<file path="config.mk">
export PLATFORM = sky130hd
export DESIGN_NAME = uart_frame_scheduler
export DESIGN_NICKNAME = d
export VERILOG_FILES = /design/src/rtl/uart_frame_scheduler.sv
export SDC_FILE = /design/constraint.sdc
export NUM_CORES = 1
export LEC_CHECK = 0
export BUFFER_PORTS_ARGS = -buffer_cell sky130_fd_sc_hd__buf_4
export CORE_MARGIN = 4
export CORE_UTILIZATION = 31
export DETAILED_ROUTE_END_ITERATION = 10
export GPL_TIMING_DRIVEN = 1
export HOLD_SLACK_MARGIN = 0.03
export PLACE_DENSITY = 0.57
export RECOVER_POWER = 25
export SYNTH_ARGS = -nofsm -noshare
export SYNTH_HDL_FRONTEND = slang
export SYNTH_SLANG_ARGS = --single-unit
</file>
<file path="constraint.sdc">
create_clock -name clk -period 3.1 [get_ports clk]
set_clock_uncertainty 0.2 [all_clocks]
set_input_delay 0.31 -clock clk [delete_from_list [all_inputs] [get_ports clk]]
set_output_delay 0.31 -clock clk [all_outputs]
set_load 0.1 [all_outputs]
</file>
<file path="src/rtl/uart_frame_scheduler.sv">
// Shares one byte-level UART TX between periodic speed telemetry and asynchronous
// events, framing each as [SYNC, TYPE, P_HI, P_LO, CHK].
module uart_frame_scheduler #(
  parameter int unsigned PERIOD    = 50000,
  parameter logic [7:0]  SYNC_BYTE = 8'hA5,
  parameter int unsigned CNT_W     = 8
) (
  input  logic             clk,
  input  logic             rst_n,
  input  logic             en,
  input  logic [15:0]      speed_i,
  input  logic             evt_req,
  input  logic [7:0]       evt_code,
  output logic             evt_ack,
  input  logic             tx_busy,
  input  logic             tx_done,
  output logic             tx_start,
  output logic [7:0]       tx_data,
  output logic             frame_done,
  output logic             busy,
  output logic [CNT_W-1:0] overrun_cnt
);

  localparam int unsigned PW = (PERIOD > 2) ? $clog2(PERIOD) : 1;
  localparam logic [PW-1:0] LAST = PW'(PERIOD - 1);

  typedef enum logic [1:0] {IDLE, LOAD, SEND, WAIT} state_t;
  state_t state;

  logic [PW-1:0] period_cnt;
  logic          pending;
  logic          last_evt;
  logic [15:0]   spd_reg;
  logic [7:0]    f_type;
  logic [7:0]    f_hi;
  logic [7:0]    f_lo;
  logic [2:0]    idx;

  logic          tick;
  logic          evt_grant;
  logic          spd_grant;
  logic [7:0]    cur_byte;

  // A pending sample only counts while sampling is enabled, since en=0 drops it.
  // After an event frame, a waiting speed frame wins so neither source starves.
  always_comb begin
    tick      = en && (period_cnt == LAST);
    evt_grant = (state == IDLE) && evt_req && !(last_evt && pending && en);
    spd_grant = (state == IDLE) && pending && en && !evt_grant;
    case (idx)
      3'd0:    cur_byte = SYNC_BYTE;
      3'd1:    cur_byte = f_type;
      3'd2:    cur_byte = f_hi;
      3'd3:    cur_byte = f_lo;
      default: cur_byte = f_type ^ f_hi ^ f_lo;
    endcase
  end

  // A tick landing on a speed grant refills pending without counting as an overrun.
  always_ff @(posedge clk) begin
    if (!rst_n) begin
      period_cnt  <= '0;
      pending     <= 1'b0;
      spd_reg     <= '0;
      overrun_cnt <= '0;
    end else if (!en) begin
      period_cnt <= '0;
      pending    <= 1'b0;
    end else begin
      period_cnt <= tick ? '0 : period_cnt + 1'b1;
      if (tick) begin
        spd_reg <= speed_i;
        pending <= 1'b1;
        if (pending && !spd_grant && (overrun_cnt != '1))
          overrun_cnt <= overrun_cnt + 1'b1;
      end else if (spd_grant) begin
        pending <= 1'b0;
      end
    end
  end

  always_ff @(posedge clk) begin
    if (!rst_n) begin
      state      <= IDLE;
      idx        <= '0;
      f_type     <= '0;
      f_hi       <= '0;
      f_lo       <= '0;
      last_evt   <= 1'b0;
      evt_ack    <= 1'b0;
      tx_start   <= 1'b0;
      tx_data    <= '0;
      frame_done <= 1'b0;
      busy       <= 1'b0;
    end else begin
      evt_ack    <= 1'b0;
      tx_start   <= 1'b0;
      frame_done <= 1'b0;
      case (state)
        IDLE: begin
          if (evt_grant) begin
            evt_ack  <= 1'b1;
            f_type   <= 8'h02;
            f_hi     <= evt_code;
            f_lo     <= 8'h00;
            last_evt <= 1'b1;
            idx      <= '0;
            busy     <= 1'b1;
            state    <= LOAD;
          end else if (spd_grant) begin
            f_type   <= 8'h01;
            f_hi     <= spd_reg[15:8];
            f_lo     <= spd_reg[7:0];
            last_evt <= 1'b0;
            idx      <= '0;
            busy     <= 1'b1;
            state    <= LOAD;
          end
        end
        LOAD: state <= SEND;
        SEND: begin
          if (!tx_busy) begin
            tx_start <= 1'b1;
            tx_data  <= cur_byte;
            state    <= WAIT;
          end
        end
        WAIT: begin
          if (tx_done) begin
            if (idx == 3'd4) begin
              frame_done <= 1'b1;
              busy       <= 1'b0;
              state      <= IDLE;
            end else begin
              idx   <= idx + 3'd1;
              state <= SEND;
            end
          end
        end
        default: state <= IDLE;
      endcase
    end
  end

endmodule
</file>
### After elaboration in Yosys (flattened, before gate mapping)

Index checks and enable logic that the tools add are counted.

* multiplexer cells: 29
* reductions and logical operators: 30
* add/subtract/negate cells: 3
* bitwise logic cells: 5
* equal/unequal tests: 14

Operators by type and width (number)
* 8-bit 2-to-1 mux: 6
* 8-bit case mux with 4 select lines: 1
* 16-bit by 1-bit adder with 16-bit output (second input constant): 1
* 16-bit == test (second input constant): 1
* 8-bit XOR: 2
* 3-bit 2-to-1 mux: 4
* 2-bit AND reduction: 6
* 1-bit logical AND: 10
* 1-bit 2-to-1 mux: 10
* 2-bit 2-to-1 mux: 5
* 3-bit AND reduction: 3
* 8-bit by 1-bit adder with 8-bit output (second input constant): 1
* 2-bit != test (second input constant): 4
* 8-bit != test (second input constant): 1
* 2-bit case mux with 4 select lines: 1
* 4-bit AND reduction: 2
* 3-bit by 2-bit == test with 1-bit output (second input constant): 2
* 3-bit case mux with 2 select lines: 1
* 2-bit nonzero test: 3
* 2-bit == test (second input constant): 2
* 3-bit by 1-bit adder with 3-bit output (second input constant): 1
* 3-bit by 1-bit == test with 1-bit output (second input constant): 1
* 3-bit == test (second input constant): 1
* 1-bit logical NOT: 3
* other kinds (7): 9

* bits in registers: 83
* output and inout port bits: 20
* input bits: 30

### Depth between registers and ports, before layout

* depth after elaboration: 10
* mapped depth: 8

### Worst setup path after synthesis

No wires, ideal clock.

* path kind: reg2reg
* start: reg overrun_cnt[2]
* end: reg overrun_cnt[0]
* data arrival time: 2086 ps
* setup slack: 741 ps
* path buffers: 1
* cell stages (with the launch flop): 6
* data required time: 2827 ps
* clock period less this slack: 2359 ps
* library setup time: 73 ps
* cells stage by stage: dfxtp_1 and4_1 and4_1 clkbuf_1 or3_4 mux2i_1

* word-level cells in the longest chain between the ends: 3

Ends and longest elaborated chain
* start: declaration: RTL line 21 `output logic [CNT_W-1:0] overrun_cnt`
* start signal: assignment: RTL line 75 `overrun_cnt <= overrun_cnt + 1'b1;`
* 8-bit != test: RTL line 74 `if (pending && !spd_grant && (overrun_cnt != '1))`
* 1-bit logical AND: RTL line 74
* 3-bit AND reduction (no line)

Every way passes these cells.
A chain may end at the register's enable or synchronous reset.

### Worst setup path in the final report

* start: reg period_cnt[13]
* end: reg period_cnt[2]

* word-level cells in the longest chain between the ends: 3

Ends and longest elaborated chain
* start: declaration: RTL line 30 `logic [PW-1:0] period_cnt;`
* start signal: assignment: RTL line 70 `period_cnt <= tick ? '0 : period_cnt + 1'b1;`
* 16-bit == test: RTL line 47 `tick = en && (period_cnt == LAST);`
* 1-bit logical AND: RTL line 47
* 3-bit OR reduction (no line)

Every way passes these cells.

==> qor.csv <==
stage,metric,value,unit
clocking,cts_buffer_depth,2,
yosys,async_flop_share,0,%
placed_design,hpwl,5.710,mm
final_layout,antennaDiodeCount,0,
global_routing,globalRouteTotalUtil,12.85,%
yosys,syn_inst,395,
routing,drc,0,
clocking,clkLatencyLatePin,0.34,ns
min_path,hold_depth,3,
outcome,status,"finished, final reports clean",
timing,drv_slew,0,
critical_path,rrSetupSlack,0.56,ns
clocking,cts_tree,yes,
final_layout,drive_above_1_share,11.62,%
critical_path,startpoint_type,flip-flop,
min_path,hold_path_class,input pin to flip-flop,
power_and_ir_drop,fin_total_pwr,2.083,mW
yosys,synth_edf_count,0,
timing,finalHoldViolations,0,
yosys,synth_top_family_by_area,simple AND/OR/NAND/NOR gates,
power_and_ir_drop,p_leak,1.473,nW
clocking,clock-root-buffer,clkbuf_8,
critical_path,end_kind,flip-flop,
critical_path,cp.arrival,2.54,ns
yosys,synth_fa_ha_area_share,2.614,%
routing,wire_per_inst,13.77,um
routing,drtPass1Iterations,4,
placed_design,io_buffers,49,
timing,period_share,81.85,%
clocking,cts_resized,0,
critical_path,reg2reg_to,period_cnt[2]$_SDFF_PP0_,
power_and_ir_drop,vdd_drop_max,0.1987,mV
global_routing,grt_pass1_vias,2798,
yosys,synth-simple-area-share,24.94,%
critical_path,cp_max_fo,25,
min_path,hold_start,speed_i[4],
floorplanning,die_x,112.0,um
yosys,ys_seq_area_share,45.41,%
critical_path,r2r_start,period_cnt[13]$_SDFF_PP0_,
routing,num_vias,2928,
floorplanning,ioPinCount,50,
final_layout,layout_commonest_cell,dfxtp_1,
min_path,holdPathEnd,spd_reg[4]$_SDFFE_PN0P_,
timing,setup-tns-final,0,ns
timing,fmax,394.1,MHz
timing,min_period,2.537,ns
timing,slew_headroom,6.176,%
yosys,yosysTopAreaCell,dfxtp_1,
timing,rsz0062_at_grt,false,
yosys,synthMuxAreaShare,3.883,%
critical_path,critPathRequiredTime,3.10,ns
clocking,post_cts_buffers,0,
yosys,yosys_warnings,0,
critical_path,crit_type,flip-flop to flip-flop,
placed_design,dpl_cell_area,3844,um2
global_routing,grt_pass1_wl,13.25,mm
power_and_ir_drop,p_per_area,507.4,nW/um2
clocking,cts_inserted_buffers,9,
flow_run,drv_cap,0,
yosys,synthFlopType,dfxtp_1,
routing,postRouteAntennaNets,0,
yosys,synthXorXnorAreaFrac,4.705,%
floorplanning,num_rows,37,
routing,via_per_inst,4.946,
yosys,synth_nets,432,
yosys,ys_ff_latch,76,
timing,whs,0.04708,ns
floorplanning,start_util,32.17,%
final_layout,nNetsFinal,490,
yosys,synth_top_area_share,45.41,%
timing,tightest_slew,1.406,ns
clocking,cts_sinks,76,
global_routing,grt_max_degree,47,
yosys,syn_area,3351,um2
global_routing,antenna_found_initial,0,
critical_path,r2r_cells,4,
placed_design,gp_congestion,0.7776,
floorplanning,die-height,112.0,um
clocking,htreeDepth,3,
timing,setup_violations,0,
routing,totalWireLength,8.149,mm
yosys,ys_types,42,
floorplanning,core_area,10420,um2
timing,setup_slack,0.5627,ns
yosys,synth_area_per_cell,8.483,um2
global_routing,grt_overflow,0,
routing,first_iter_violations,116,
final_layout,final_cell_mix,"dfxtp_1 (76), nand2_1 (54), nor2_1 (47)",
final_layout,stdcell_area,4105,um2
final_layout,area_growth,22.52,%
clocking,clk_pin_slew,0.08,ns
yosys,yosys-top-cells-area,"dfxtp_1 (45%), nand2_1 (6.0%), nor2_1 (5.3%)",
floorplanning,dieArea,12540,um2
yosys,synth-compound-area-share,14.68,%
placed_design,dp_slack,0.5691,ns
[power by group]
part	total, mW	leakage, nW	switching, mW	internal, mW
clock network	0.751	0.0983	0.344	0.407
logic	0.283	0.759	0.192	0.0902
registers	1.05	0.616	0.0388	1.01
total	2.08	1.47	0.575	1.51
[stage by stage]
step           instances  utilization (%)
2_1_floorplan        395                -
3_3_place_gp         563            36.90
3_5_place_dp         563            36.90
4_1_cts              592            40.17
5_1_grt              592            39.41
6_report             592            39.41
[cell families after synthesis]
kind of cell / after synthesis
mux: 13
buf+inv: 29
flops: 76
xor+xnor: 18
compound gates: 80
simple gates: 172
fa+ha+maj: 7
[worst max-delay path by stage]
stage	from	end	slack [ns]	cells past startpoint
2_1_floorplan	overrun_cnt[2]$_SDFFE_PN0P_	overrun_cnt[0]$_SDFFE_PN0P_	0.74	5
3_3_place_gp	period_cnt[13]$_SDFF_PP0_	period_cnt[15]$_SDFF_PP0_	0.62	4
3_5_place_dp	period_cnt[13]$_SDFF_PP0_	period_cnt[2]$_SDFF_PP0_	0.57	4
4_1_cts	period_cnt[13]$_SDFF_PP0_	period_cnt[2]$_SDFF_PP0_	0.54	4
5_1_grt	period_cnt[0]$_SDFF_PP0_	period_cnt[2]$_SDFF_PP0_	0.41	5
6_report	period_cnt[13]$_SDFF_PP0_	period_cnt[2]$_SDFF_PP0_	0.56	4
[what timing repair did]
item / in CTS / in global routing
hold endpoints to repair: 15 / 0
endpoints found under the setup margin: 0 / 0
hold buffers: 15 / 0
[critical path, cell delays in order (launching register included)]
cell and delay, ns:
dfxtp_1 0.34, or4b_4 0.56, or4_4 0.67, nand3_1 0.51, nor2_1 0.12
[synth_stat cells (all sizes together) (5+ instances only)]
master / count
a211oi: 9
a21oi: 27
a22oi: 11
a31oi: 7
and3: 5
clkbuf: 17
dfxtp: 76
ha: 7
inv: 8
mux2i: 13
nand2: 54
nand2b: 5
nand3: 16
nor2: 47
nor2b: 6
nor3: 12
nor4: 8
o21ai: 18
xnor2: 12
xor2: 6
[per-layer routing]
metal | share of wire [%] | up-vias | global-route usage (%)
li1 | - | 1502 | -
met4 | 1.4 | 0 | 3.926
met3 | 3.6 | 10 | 3.207
met5 | 0 | - | 0
met1 | 51 | 1355 | 16.84
met2 | 44 | 61 | 20.90
[layout make-up]
| type | count | area, um2 |
|---|---|---|
| Timing Repair Buffer | 68 | 469.2 |
| Sequential cell | 76 | 1521 |
| Tap cell | 136 | 170.2 |
| Fill cell | 1085 | 6311 |
| Clock inverter | 2 | 35.03 |
| Inverter | 8 | 30.03 |
| Clock buffer | 12 | 155.1 |
| Multi-Input combinational cell | 290 | 1724 |
Note: power is estimated with default switching activity, not from simulation.
